File: config.mk
export PLATFORM = sky130hd
export DESIGN_NAME = instr_fetch_unit
export DESIGN_NICKNAME = d
export VERILOG_FILES = /design/src/rtl/rv_core_pkg.sv /design/src/rtl/fetch_pc_check.sv /design/src/rtl/instr_fetch_unit.sv
export SDC_FILE = /design/constraint.sdc
export NUM_CORES = 1
export LEC_CHECK = 0
export CELL_PAD_IN_SITES_DETAIL_PLACEMENT = 1
export CELL_PAD_IN_SITES_GLOBAL_PLACEMENT = 1
export CORE_MARGIN = 5
export CORE_UTILIZATION = 31
export CTS_BUF_LIST = sky130_fd_sc_hd__clkbuf_8
export DETAILED_ROUTE_END_ITERATION = 8
export GPL_ROUTABILITY_DRIVEN = 0
export GPL_TIMING_DRIVEN = 0
export PLACE_DENSITY_LB_ADDON = 0.08
export SYNTH_ARGS = -nofsm -noshare
export SYNTH_HDL_FRONTEND = slang
export SYNTH_HIERARCHICAL = 1
export SYNTH_SLANG_ARGS = --single-unit
File: constraint.sdc
create_clock -name clk -period 2.85 [get_ports clk]
set_input_delay 0.4275 -clock clk [delete_from_list [all_inputs] [get_ports clk]]
set_output_delay 0.4275 -clock clk [all_outputs]
set_load 0.005 [all_outputs]
File: src/rtl/rv_core_pkg.sv
// Shared types and constants for the multicycle RISC-V core front end.
package rv_core_pkg;
  localparam int XLEN        = 32;
  localparam int INSTR_BYTES = 4;
  localparam logic [XLEN-1:0] NOP_INSTR = 32'h0000_0013;

  typedef enum logic [2:0] {
    FS_IDLE,
    FS_ISSUE,
    FS_CAPTURE,
    FS_HOLD,
    FS_FAULT
  } fetch_state_e;

  typedef struct packed {
    logic            vld;
    logic [XLEN-1:0] data;
    logic [XLEN-1:0] pc;
  } instr_reg_t;
endpackage

File: src/rtl/fetch_pc_check.sv
// Combinational fetch address legality: word aligned and inside instruction memory.
module fetch_pc_check
  import rv_core_pkg::*;
#(
  parameter int MEM_WORDS = 32
) (
  input  logic [XLEN-1:0] addr,
  output logic            legal
);
  localparam logic [XLEN-1:0] LIMIT = XLEN'(MEM_WORDS);

  always_comb legal = (addr[1:0] == 2'b00) && ({2'b00, addr[XLEN-1:2]} < LIMIT);
endmodule

File: src/rtl/instr_fetch_unit.sv
// Instruction fetch: owns the PC, drives the instruction memory read port and
// hands fetched words to the control FSM over a valid/ready handshake.
module instr_fetch_unit
  import rv_core_pkg::*;
#(
  parameter logic [31:0] RESET_PC  = 32'h0000_0000,
  parameter int          MEM_WORDS = 32
) (
  input  logic        clk,
  input  logic        rst_n,
  input  logic        fetch_en,
  output logic        mem_sel,
  output logic [31:0] mem_addr,
  input  logic [31:0] mem_rdata,
  output logic        instr_valid,
  input  logic        instr_ready,
  output logic [31:0] instr,
  output logic [31:0] instr_pc,
  input  logic        redirect_valid,
  input  logic [31:0] redirect_pc,
  output logic        fetch_fault
);
  localparam int NCHK    = 3;
  localparam int CHK_PC  = 0;
  localparam int CHK_INC = 1;
  localparam int CHK_RDR = 2;

  fetch_state_e    state_q, state_d;
  logic [XLEN-1:0] pc_q, pc_d, pc_inc;
  instr_reg_t      ir_q, ir_d;
  logic            fault_q, fault_d;

  logic [NCHK-1:0][XLEN-1:0] chk_addr;
  logic [NCHK-1:0]           chk_legal;

  assign pc_inc = pc_q + XLEN'(INSTR_BYTES);

  always_comb begin
    chk_addr          = '0;
    chk_addr[CHK_PC]  = pc_q;
    chk_addr[CHK_INC] = pc_inc;
    chk_addr[CHK_RDR] = redirect_pc;
  end

  for (genvar i = 0; i < NCHK; i++) begin : g_chk
    fetch_pc_check #(.MEM_WORDS(MEM_WORDS)) u_chk (
      .addr  (chk_addr[i]),
      .legal (chk_legal[i])
    );
  end

  always_comb begin
    state_d = state_q;
    pc_d    = pc_q;
    ir_d    = ir_q;
    fault_d = fault_q;
    // A redirect overrides whatever is in flight; the pending read is dropped.
    if (redirect_valid) begin
      pc_d     = redirect_pc;
      ir_d.vld = 1'b0;
      if (!chk_legal[CHK_RDR]) begin
        state_d = FS_FAULT;
        fault_d = 1'b1;
      end else begin
        state_d = fetch_en ? FS_ISSUE : FS_IDLE;
        fault_d = 1'b0;
      end
    end else begin
      case (state_q)
        FS_IDLE: begin
          if (fetch_en) begin
            if (chk_legal[CHK_PC]) begin
              state_d = FS_ISSUE;
            end else begin
              state_d = FS_FAULT;
              fault_d = 1'b1;
            end
          end
        end
        FS_ISSUE: state_d = FS_CAPTURE;
        FS_CAPTURE: begin
          ir_d.data = mem_rdata;
          ir_d.pc   = pc_q;
          ir_d.vld  = 1'b1;
          state_d   = FS_HOLD;
        end
        FS_HOLD: begin
          if (instr_ready) begin
            ir_d.vld = 1'b0;
            pc_d     = pc_inc;
            if (!chk_legal[CHK_INC]) begin
              state_d = FS_FAULT;
              fault_d = 1'b1;
            end else begin
              state_d = fetch_en ? FS_ISSUE : FS_IDLE;
            end
          end
        end
        FS_FAULT: state_d = FS_FAULT;
        default: begin
          state_d  = FS_IDLE;
          ir_d.vld = 1'b0;
        end
      endcase
    end
  end

  always_ff @(posedge clk) begin
    if (!rst_n) begin
      state_q <= FS_IDLE;
      pc_q    <= RESET_PC;
      ir_q    <= '0;
      fault_q <= 1'b0;
    end else begin
      state_q <= state_d;
      pc_q    <= pc_d;
      ir_q    <= ir_d;
      fault_q <= fault_d;
    end
  end

  assign mem_sel     = (state_q != FS_ISSUE);
  assign mem_addr    = pc_q;
  assign instr_valid = ir_q.vld;
  assign instr       = ir_q.data;
  assign instr_pc    = ir_q.pc;
  assign fetch_fault = fault_q;
endmodule

### Word-level counts from Yosys, hierarchy flattened

Cells that the tools add are included.

| cells by class | value |
|---|---|
| add/subtract/negate cells | 1 |
| magnitude comparators | 3 |
| eq/ne operators | 10 |
| multiplexer cells | 20 |
| bitwise gates (word level) | 3 |
| reductions and logical operators | 17 |

Operator list:

| operator | count |
|---|---|
| $mux 32 | 3 |
| $lt 30x6->1 const B | 3 |
| $add 32x3->32 const B | 1 |
| $mux 3 | 6 |
| $pmux 3 s5 | 1 |
| $ne 3x3->1 const B | 4 |
| $mux 1 | 8 |
| $reduce_and 2->1 | 4 |
| $eq 3x2->1 const B | 2 |
| $logic_not 2->1 | 3 |
| $reduce_and 5->1 | 1 |
| $reduce_bool 2->1 | 2 |
| $eq 3x1->1 const B | 1 |
| $eq 3x3->1 const B | 1 |
| $logic_and 1x1->1 | 3 |
| $logic_not 3->1 | 1 |
| $ne 3x1->1 const B | 1 |
| $not 1->1 | 3 |
| $pmux 1 s3 | 1 |
| $reduce_bool 3->1 | 1 |
| $reduce_or 3->1 | 1 |
| $ne 2x2->1 const B | 1 |
| $pmux 1 s2 | 1 |
| $reduce_or 2->1 | 1 |

| word-level totals | value |
|---|---|
| register bits | 101 |
| input bits | 69 |
| output and inout bits | 99 |
| logic and storage cells | 60 |

### Logic depth before layout (Yosys ltp)

| depth | value |
|---|---|
| word-level depth | 7 |
| gate-level depth with buffers | 13 |
| gate-level depth less buffers | 12 |

### By module

Netlist, hierarchy kept.

By module, submodules not included:

| module | times used | cells each | area an instance (µm²) | seq. area each (µm²) |
|---|---|---|---|---|
| instr_fetch_unit | 1 | 653 | 5,161.2 | 2,021.9 |
| fetch_pc_check | 3 | 10 | 63.8 | 0.0 |

### Worst setup path after synthesis

OpenSTA, ideal clock, no wires.

| timing path | value |
|---|---|
| path type | register -> register |
| from | reg pc_q[2], in the netlist mem_addr[2] |
| to | reg state_q[2] |
| setup time | 0.130 ns |
| data arrival time | 2.656 ns |
| data required time | 2.720 ns |
| path slack | 0.064 ns |
| cell stages (with the launch flop) | 14 |
| path buffers | 1 |
| clock period less this slack | 2.786 ns |
| cell sequence | dfxtp_1 > ha_1 > nand3_1 > buf_2 > or4_1 > nor4_1 > xor2_1 > nor4_1 > nand4_1 > nor2_1 > inv_1 > and4_1 > nor3_1 > a211oi_1 |

| on the way | value |
|---|---|
| word-level cells in the longest chain between the ends | 7 |
| elaborated cells on any way between the ends | 11 |
| classes of those cells | add/sub: 1; order compare: 2; mux: 6; reduce/logical: 2 |

Ends and longest elaborated chain:

| what | RTL line | RTL |
|---|---|---|
| start: declaration | instr_fetch_unit.sv:29 | `logic [XLEN-1:0] pc_q, pc_d, pc_inc;` |
| start signal: assignment | instr_fetch_unit.sv:116 | `pc_q <= pc_d;` |
| $add 32x3->32 | instr_fetch_unit.sv:36 | `assign pc_inc = pc_q + XLEN'(INSTR_BYTES);` |
| named net pc_inc[30] | instr_fetch_unit.sv:29 |  |
| $lt 30x6->1 | fetch_pc_check.sv:12 | `always_comb legal = (addr[1:0] == 2'b00) && ({2'b00, addr[XLEN-1:2]} < LIMIT);` |
| $logic_and 1x1->1 | fetch_pc_check.sv:12 |  |
| named net chk_legal[1] | instr_fetch_unit.sv:34 | `logic [NCHK-1:0] chk_legal;` |
| $mux 3 | instr_fetch_unit.sv:91 | `if (!chk_legal[CHK_INC]) begin` |
| $mux 3 | instr_fetch_unit.sv:88 | `if (instr_ready) begin` |
| $pmux 3 s5 | instr_fetch_unit.sv:69 | `case (state_q)` |
| $mux 3 | instr_fetch_unit.sv:58 | `if (redirect_valid) begin` |
| end signal: assignment | instr_fetch_unit.sv:115 | `state_q <= state_d;` |
| end: declaration | instr_fetch_unit.sv:28 | `fetch_state_e state_q, state_d;` |

The timed path passes the listed nets, and every way through them passes these cells. The select of a mux whose other input is x is not followed.
A chain may end at the register's enable or synchronous reset.

### Worst setup path in the final report

Same ends and word-level chain as after synthesis.

==> impl_metrics.sql <==
INSERT INTO impl_metrics (metric_group, metric, value, unit) VALUES
('timing', 'report.final.slew_viol_count', '0', ''),
('grt', 'grt_pass1_wl', '35.1', 'mm'),
('clock_tree', 'clk_path_buf_depth', '2', ''),
('detailed_routing', 'drtAntennaViolNets', '0', ''),
('worst_setup_path', 'crit_path_max_fanout', '5', ''),
('synthesis', 'synth.net_count', '750', ''),
('synthesis', 'avgSynthCellArea', '7.83', 'um2'),
('grt', 'gr-total-overflow', '0', ''),
('worst_setup_path', 'worst-endpoint-arrival', '3.10', 'ns'),
('detailed_routing', 'detail_route.wl_per_cell', '20.3', 'um'),
('worst_setup_path', 'worstSetupEndpoint', 'state_q[2]', ''),
('layout', 'synthToLayoutAreaGrowth', '51.8', '%'),
('synthesis', 'syn_area', '5330', 'um2'),
('detailed_routing', 'route.final.wire_length', '22.8', 'mm'),
('worst_setup_path', 'criticalPathCategory', 'reg -> reg', ''),
('pwr', 'power_leakage', '2.80', 'nW'),
('timing', 'worst_slew_pin_slew', '0.906', 'ns'),
('clock_tree', 'tritoncts', 'built', ''),
('timing', 'hold_ws', '0.467', 'ns'),
('worst_setup_path', 'worstSetupEndpointType', 'register', ''),
('timing', 'final_period_minus_worst_setup_slack', '2.84', 'ns'),
('die', 'floorplan.io_pins', '168', ''),
('placement', 'io_buffers', '166', ''),
('grt', 'grt_use_total', '22.4', '%'),
('placement', 'dp_cells', '1071', ''),
('worst_hold_path', 'min_path_type', 'reg -> reg', ''),
('clock_tree', 'cts.sink_count', '101', ''),
('detailed_routing', 'post-route-drc-count', '0', ''),
('layout', 'layout.cells.most_common', 'clkdlybuf4s50_1', ''),
('clock_tree', 'clkTransAtPathRegs', '0.11', 'ns'),
('worst_setup_path', 'r2r-start', 'mem_addr[2]', ''),
('grt', 'grt_antenna_before_repair', '0', ''),
('outcome', 'run_status', 'finished clean', ''),
('clock_tree', 'clk_root_buffer_cell', 'clkbuf_8', ''),
('timing', 'final-hold-violation-count', '0', ''),
('pwr', 'power_per_cell_area', '373', 'nW/um2'),
('worst_setup_path', 'required', '3.12', 'ns'),
('placement', 'dpl_cell_area', '7280', 'um2'),
('worst_setup_path', 'r2r.worst_path.cells', '13', ''),
('worst_setup_path', 'critical_path.startpoint_type', 'register', ''),
('grt', 'number_of_global_route_vias_before_repair', '6270', ''),
('placement', 'post-place-ws', '-0.948', 'ns'),
('timing', 'post-route-worst-setup-slack', '0.0142', 'ns'),
('timing', 'timing.slew.headroom', '39.1', '%'),
('layout', 'finalNetCount', '961', ''),
('detailed_routing', 'vias', '5911', ''),
('synthesis', 'post_synth_inst_count', '680', ''),
('clock_tree', 'cts_inserted_buffers', '9', ''),
('pwr', 'power_switching', '0.819', 'mW'),
('die', 'floorplan.die.width', '141', 'um'),
('layout', 'share_of_post_route_cells_with_drive_strength_above_1', '15.1', '%'),
('die', 'placementRows', '48', ''),
('grt', 'grt_max_degree', '16', ''),
('timing', 'skew', '0.0165', 'ns'),
('detailed_routing', 'firstDrtPassIters', '4', ''),
('pwr', 'tot_pwr', '3.01', 'mW'),
('timing', 'finalSetupViolCount', '0', ''),
('worst_setup_path', 'cp_startpoint', 'mem_addr[2]', ''),
('die', 'die_h', '141', 'um'),
('die', 'die-area', '19900', 'um2'),
('pwr', 'sw_share', '27.2', '%'),
('detailed_routing', 'drt_iter0_markers', '291', ''),
('pwr', 'share_comb_of_total_power', '16.0', '%'),
('worst_setup_path', 'crit-reg2reg-capture', 'state_q[2]', ''),
('pwr', 'power.clock.fraction', '33.7', '%'),
('pwr', 'sequentialPowerShare', '50.3', '%'),
('placement', 'dp_hpwl', '16.7', 'mm'),
('die', 'initial_utilization', '31.2', '%'),
('layout', 'layout.cells.non_filler', '1119', ''),
('timing', 'rsz0062_at_grt', 'yes', ''),
('timing', 'max_freq', '353', 'MHz'),
('die', 'core_area', '17100', 'um2'),
('synthesis', 'yosysWarningCount', '6', ''),
('run', 'cap_violations', '0', ''),
('layout', 'antennaDiodeCount', '0', ''),
('layout', 'mostFrequentLayoutCells', 'clkdlybuf4s50_1 (166), nand2_1 (157), dfxtp_1 (77), a21boi_0 (65), buf_4 (50)', ''),
('pwr', 'worst_ir_drop_vdd', '201', 'uV'),
('clock_tree', 'clock_insertion_delay_worst_skew', '0.39', 'ns'),
('layout', 'design_area', '8080', 'um2'),
('pwr', 'intPower', '2.19', 'mW'),
('timing', 'final.period_utilization', '99.5', '%'),
('detailed_routing', 'route.detailed.vias_per_inst', '5.28', ''),
('worst_setup_path', 'r2r_slack', '0.01', 'ns'),
('clock_tree', 'htree_num_levels', '3', '');
per-stage QoR:
step           utilization (%)  setup TNS, ns
2_1_floorplan                -              0
3_3_place_gp              42.6          -1.88
3_5_place_dp              42.7          -2.45
4_1_cts                   45.7              0
5_1_grt                   47.4         -0.181
6_report                  47.4              0
power groups by stage:
stage          registers, mW  clock network, mW  logic [mW]
5_1_grt                 1.52               1.09       0.515
4_1_cts                 1.51               1.03       0.454
3_3_place_gp            1.53                  0       0.435
3_5_place_dp            1.53                  0       0.441
6_report                1.52               1.02       0.482
2_1_floorplan           1.51                  0       0.194
critical path: stages, from the launching register on:
cell      delay, ns
dfxtp_4        0.37
ha_4           0.15
nand3_4        0.09
buf_8          0.15
or4_4          0.55
nor4_4         0.16
xor2_1         0.12
nor4_2         0.22
nand4_1        0.20
nor2_4         0.22
inv_2          0.06
and4_1         0.22
nor3_2         0.13
a211oi_1       0.07
area by class of cell:
class	instances	area [um2]
plain buffers	58	327
clock buffers	9	124
clock inverters	5	78.8
fillers	2022	8970
inverters	8	30.0
multi-input cells	505	3180
flip-flops and latches	101	2060
well taps	225	282
repair buffers	208	1990
registers in the layout (all words and copies together) (netlist names):
signal	count
instr_pc	32
instr_valid	1
state_q	3
mem_addr	32
fetch_fault	1
instr	32
repair_timing:
| action | in CTS | in global routing |
|---|---|---|
| gates cloned | 0 | 1 |
| buffers inserted | 17 | 24 |
| gates resized for setup | 55 | 42 |
| hold buffers | 0 | 0 |
| pin swaps | 13 | 13 |
| setup endpoints to repair | 3 | 3 |
routing by layer:
layer  up-vias  global-route usage, %  wire length [um]
met3        46                   3.80              1330
met4         0                   7.45               658
met2       219                   37.2             10700
li1       2800                      -                 -
met5         -                      0                 0
met1      2846                   29.5             10100
worst min path at each step:
stage	startpoint	endpoint	slack, ns	cells past startpoint
after global routing	instr_pc[25]	instr_pc[25]	0.50	2
final	instr[2]	instr[2]	0.47	2
after CTS	instr_pc[14]	instr_pc[14]	0.47	2
after detailed placement	instr_pc[14]	instr_pc[14]	0.46	2
after floorplan	instr[0]	instr[0]	0.46	2
after global placement	instr[9]	instr[9]	0.45	2
No activity file was read; power rests on OpenSTA's default activity.
==> variant 1: new RTL, same settings <==
Make the reset (`rst_n`) asynchronous in one clocked block.
--- a/src/rtl/instr_fetch_unit.sv
+++ b/src/rtl/instr_fetch_unit.sv
@@ -106,5 +106,5 @@
   end
 
-  always_ff @(posedge clk) begin
+  always_ff @(posedge clk or negedge rst_n) begin
     if (!rst_n) begin
       state_q <= FS_IDLE;
Check against the original RTL: differs if rst_n is asserted again (counterexample within 4 cycles, from zero or initial values and one cycle with rst_n low); with rst_n held inactive, the same outputs for 10 cycles.
==> variant 1 against the unedited design <==
The flow now finishes with violations (setup timing); synthesized cell count is 30% lower; sequential cell count stayed put; setup slack worse by 0.080 ns; cell count is 18% lower; cell area is 2.9% lower; total power is 5.0% higher; area after synthesis is 3.8% lower; wire length is 18% lower; critical path type unchanged; critical endpoint is now state_q[2]$_DFFE_PN0P_; largest power group unchanged; highest routed layer unchanged.
==> variant 1: results (changes against the unedited design) <==
.. list-table::
   :header-rows: 1

   * - Metric
     - Value
   * - LEAKAGE
     - 3.19 nW (was 2.80 nW)
   * - Post-place instance area
     - 7100 sq um (was 7280 sq um)
   * - Syn avg cell area
     - 10.7 sq um (was 7.83 sq um)
   * - Number of gates resized after CTS
     - 50 (was 55)
   * - Layout Cells excl Fill
     - 918 (was 1119)
   * - Violations in the final reports
     - setup timing
   * - Worst setup skew after layout
     - 0.00576 ns (was 0.0165 ns)
   * - Maximum number of pins on one net before global-route repair
     - 69 (was 16)
   * - Hold Path End
     - fetch_fault$_DFFE_PN0P_ (was instr[2]$_SDFFE_PN0P_)
   * - Inst Count DP
     - 866 (was 1071)
   * - Setup TNS
     - -0.133 ns (was 0 ns)
   * - Final setup margin
     - -0.0654 ns (was 0.0142 ns)
   * - Result of the run
     - complete, but fails checks (was complete, no violations)
   * - Total iterations of the first detailed-routing run
     - 5 (was 4)
   * - Data arrival time of the critical path
     - 3.20 ns (was 3.10 ns)
   * - Post-layout net count
     - 763 (was 961)
   * - FF-to-FF Start
     - mem_addr[9]$_DFFE_PN0P_ (was mem_addr[2]$_SDFFE_PN0P_)
   * - Count of final setup violators
     - 3 (was 0)
   * - Via count
     - 4725 (was 5911)
   * - Number of buffers inserted for hold repair after clock tree synthesis
     - 1 (was 0)
   * - Vias in the first global route
     - 5139 (was 6270)
   * - Post-CTS Setup Repair Bufs
     - 30 (was 17)
   * - Wirelength, routed
     - 18600 um (was 22800 um)
   * - HPWL reported at the end of detailed placement
     - 13500 um (was 16700 um)
   * - Maximum net fanout on the critical path
     - 6 (was 5)
-- variant 1: routing by layer --
metal,global-route usage (%),up-vias,wire length [um]
li1,-,2187,-
met5,0,-,0
met2,32.8,133,9410
met4,5.62,0,295
met1,24.9,2386,8030
met3,4.03,19,872
-- variant 1: report_power, final --
group / total (mW) / leakage, nW / switching, mW / internal [mW]
combinational: 0.532 / 1.77 / 0.239 / 0.293
clock: 1.06 / 0.116 / 0.555 / 0.500
sequential: 1.58 / 1.31 / 0.0964 / 1.48
total: 3.16 / 3.19 / 0.891 / 2.27
-- variant 1: worst max path at each step --
stage | from | endpoint | slack, ns | cells after the start
3_5_place_dp | mem_addr[2]$_DFFE_PN0P_ | state_q[0]$_DFFE_PN0P_ | -0.94 | 12
4_1_cts | mem_addr[2]$_DFFE_PN0P_ | state_q[0]$_DFFE_PN0P_ | 0.001 | 12
6_report | mem_addr[9]$_DFFE_PN0P_ | state_q[2]$_DFFE_PN0P_ | -0.07 | 13
3_3_place_gp | rst_n | instr[13]$_DFFE_PN0P_ | -2.78 | 1
5_1_grt | mem_addr[9]$_DFFE_PN0P_ | state_q[2]$_DFFE_PN0P_ | -0.20 | 13
2_1_floorplan | mem_addr[2]$_DFFE_PN0P_ | state_q[2]$_DFFE_PN0P_ | 0.03 | 13
-- variant 1: cell type report --
type / instances / share of cell area, %
plain buffers: 34 / 2.55
flip-flops and latches: 101 / 32.4
clock buffers: 9 / 1.58
inverters: 4 / 0.191
well taps: 220 / 3.51
repair buffers: 209 / 25.8
multi-input cells: 334 / 32.7
clock inverters: 7 / 1.21
-- variant 1: critical path: cells and delay by family (launching register included) --
kind	cells	cell delay (ns)
buf+inv	3	0.37
simple gates	6	1.49
xor+xnor	1	0.10
compound gates	3	0.48
flops	1	0.38
==> variant 2: new RTL, same settings <==
Without the edit above. `MEM_WORDS` is set to 32 in 2 places; all go to 31.
--- a/src/rtl/fetch_pc_check.sv
+++ b/src/rtl/fetch_pc_check.sv
@@ -3,5 +3,5 @@
   import rv_core_pkg::*;
 #(
-  parameter int MEM_WORDS = 32
+  parameter int MEM_WORDS = 31
 ) (
   input  logic [XLEN-1:0] addr,
--- a/src/rtl/instr_fetch_unit.sv
+++ b/src/rtl/instr_fetch_unit.sv
@@ -5,5 +5,5 @@
 #(
   parameter logic [31:0] RESET_PC  = 32'h0000_0000,
-  parameter int          MEM_WORDS = 32
+  parameter int          MEM_WORDS = 31
 ) (
   input  logic        clk,
Behaviour: not the same (Yosys sat finds a counterexample within 4 cycles, from zero or initial values and one cycle with rst_n low).
==> variant 2 against the unedited design <==
The flow now finishes with violations (setup timing); critical path depth down 1; largest cell class unchanged; combinational power up 7.9%; largest power group unchanged; wire length up 2.9%; setup slack worse by 0.18 ns; cell area up 3.9%; sequential cell count unchanged; area after synthesis up 1.8%; total power down 1.1%.
==> variant 2: results (changes against the unedited design) <==
.. list-table::
   :header-rows: 1

   * - Metric
     - Value
   * - Result of the run
     - complete, but fails checks (was complete, no violations)
   * - Violations in the final reports
     - setup timing
   * - First-pass GRT wire length
     - 35900 um (was 35100 um)
   * - Maximum number of pins on one net before global-route repair
     - 18 (was 16)
   * - Commonest cells in the synthesized netlist
     - nand2_1, dfxtp_1, a21boi_0
   * - Post-detailed-route wirelength per cell
     - 20.5 um (was 20.3 um)
   * - First DRT Iteration DRCs
     - 415 (was 291)
   * - Main flop type after synthesis
     - dfxtp_1
   * - Global-route usage over all layers
     - 22.5% (was 22.4%)
   * - Via count
     - 6096 (was 5911)
   * - Largest voltage drop on the vdd net
     - 0.282 mV (was 0.201 mV)
   * - Worst setup skew after layout
     - 0.0157 ns (was 0.0165 ns)
   * - Total nets after synthesis
     - 756 (was 750)
   * - Number of synthesis warnings
     - 6 (unchanged)
   * - Total iterations of the first detailed-routing run
     - 5 (was 4)
   * - Proportion of register bits with asynchronous set or reset after synthesis
     - 0%
   * - LEAKAGE
     - 2.91 nW (was 2.80 nW)
   * - Final max-slew violation count
     - 0 (unchanged)
   * - Count of final setup violators
     - 3 (was 0)
   * - Maximum net fanout on the critical path
     - 8 (was 5)
   * - HPWL reported at the end of detailed placement
     - 17100 um (was 16700 um)
   * - Worst max-slew margin expressed relative to the limit
     - 16.2% (was 39.1%)
   * - Final setup margin
     - -0.163 ns (was 0.0142 ns)
   * - Initial antenna violation count
     - 0 (unchanged)
   * - Largest cells by area after synthesis
     - dfxtp_1, nand2_1, a21boi_0
   * - Class of the tightest hold or removal check
     - reg -> reg (unchanged)
   * - Share of final-layout standard cells stronger than drive strength 1
     - 17.8% (was 15.1%)
   * - Number of buffer cells added on primary ports
     - 166 (unchanged)
   * - CTS Root Cell
     - clkbuf_8 (unchanged)
   * - Worst setup slack before clock tree synthesis
     - -1.08 ns (was -0.948 ns)
   * - Number of vias per cell
     - 5.34 (was 5.28)
   * - Final min period
     - 3.01 ns (was 2.84 ns)
   * - Vias in the first global route
     - 6519 (was 6270)
   * - Distinct cells, synth
     - 53
   * - Clock latency at the later pin of the worst-skew pair
     - 0.39 ns (about the same)
   * - Proportion of total power due to net switching
     - 28.3% (was 27.2%)
   * - Inst Count DP
     - 1077 (was 1071)
   * - Post-layout net count
     - 981 (was 961)
   * - Number of buffers between clock root and the deepest sink
     - 2 (unchanged)
   * - Ant diodes
     - 0 (unchanged)
   * - Syn avg cell area
     - 7.91 sq um (was 7.83 sq um)
   * - Sequential cell area fraction in the yosys report
     - 37.3%
   * - Number of buffers created by CTS
     - 9 (unchanged)
   * - Layout filler cell count
     - 2048 (was 2022)
   * - Worst-path clk slew
     - 0.11 ns (about the same)
   * - Number of H-tree branching levels
     - 3 (unchanged)
   * - Post-place instance area
     - 7380 sq um (was 7280 sq um)
-- variant 2: cell count changes in the layout (fill, tap and decap cells not counted), moves of 3 or more --
cell     change
nor4_2       +3
and3_1       +3
nand3_4      +3
dfxtp_4      +4
buf_6       +11
-- variant 2: final cells by class --
type	instances	area (sq um)	share of cell area (%)
tap	225	282	3.35
buffer	60	383	4.56
clock inverter	7	72.6	0.864
timing repair buffer	220	2100	25.0
clock buffer	9	124	1.47
inverter	8	30.0	0.357
sequential	101	2080	24.7
multi-input combinational	511	3330	39.7
-- variant 2: kinds of logic after synthesis --
family / share of synthesized area [%]
compound gates: 19.0
xor+xnor: 5.97
fa+ha+maj: 0.231
buf+inv: 5.72
flops: 37.3
mux: 0.369
simple gates: 31.4
-- variant 2: critical path, stage by stage, from the launching register on --
cell      delay [ns]
dfxtp_2         0.35
buf_6           0.14
nand4_1         0.20
or4_4           0.61
nor4_4          0.16
xor2_1          0.14
nor4_2          0.24
nand4_1         0.25
a311oi_4        0.35
inv_1           0.09
and4_1          0.17
nor3_2          0.11
a211oi_1        0.07
-- variant 2: power by group through the flow --
stage,clock [mW],sequential [mW],combinational [mW]
detailed placement,0,1.53,0.454
global placement,0,1.53,0.447
finish,0.950,1.51,0.520
global route,1.04,1.52,0.548
floorplan,0,1.51,0.203
CTS,0.982,1.51,0.499
-- variant 2: path summary, 6_finish.rpt --
check             cells past startpoint                 startpoint  slack (ns)                         to
hold / removal                        2  instr_pc[18]$_SDFFE_PN0P_        0.47  instr_pc[18]$_SDFFE_PN0P_
setup reg to reg                     12   mem_addr[8]$_SDFFE_PN0P_       -0.16    state_q[2]$_SDFFE_PN0P_
setup / recovery                     12   mem_addr[8]$_SDFFE_PN0P_       -0.16    state_q[2]$_SDFFE_PN0P_
hold reg to reg                       2  instr_pc[18]$_SDFFE_PN0P_        0.47  instr_pc[18]$_SDFFE_PN0P_
-- variant 2: through the flow --
step	util, %	setup TNS [ns]	total power, mW	hold WS [ns]
after floorplan	-	0	1.72	0.460
after global placement	42.8	-2.69	1.98	0.452
after detailed placement	42.8	-3.01	1.98	0.458
after CTS	47.6	-0.0956	2.99	0.473
after global routing	48.7	-0.684	3.10	0.491
final	48.7	-0.392	2.98	0.467
-- variant 2: timing repair --
item	CTS	global route
hold buffers	0	0
cloned	1	0
endpoints found under the setup margin	3	4
pin swaps	23	7
gates resized for setup	93	23
endpoints found under the hold margin	0	0
buffers inserted	41	12
-- variant 2: routing by layer --
layer  up-vias  track usage (%)  part of all wire, %
li1       2872                -                    -
met1      2959             28.8                   43
met2       217             38.4                   48
met3        48             3.66                  5.9
met4         0             8.08                  2.8
met5         -                0                    0
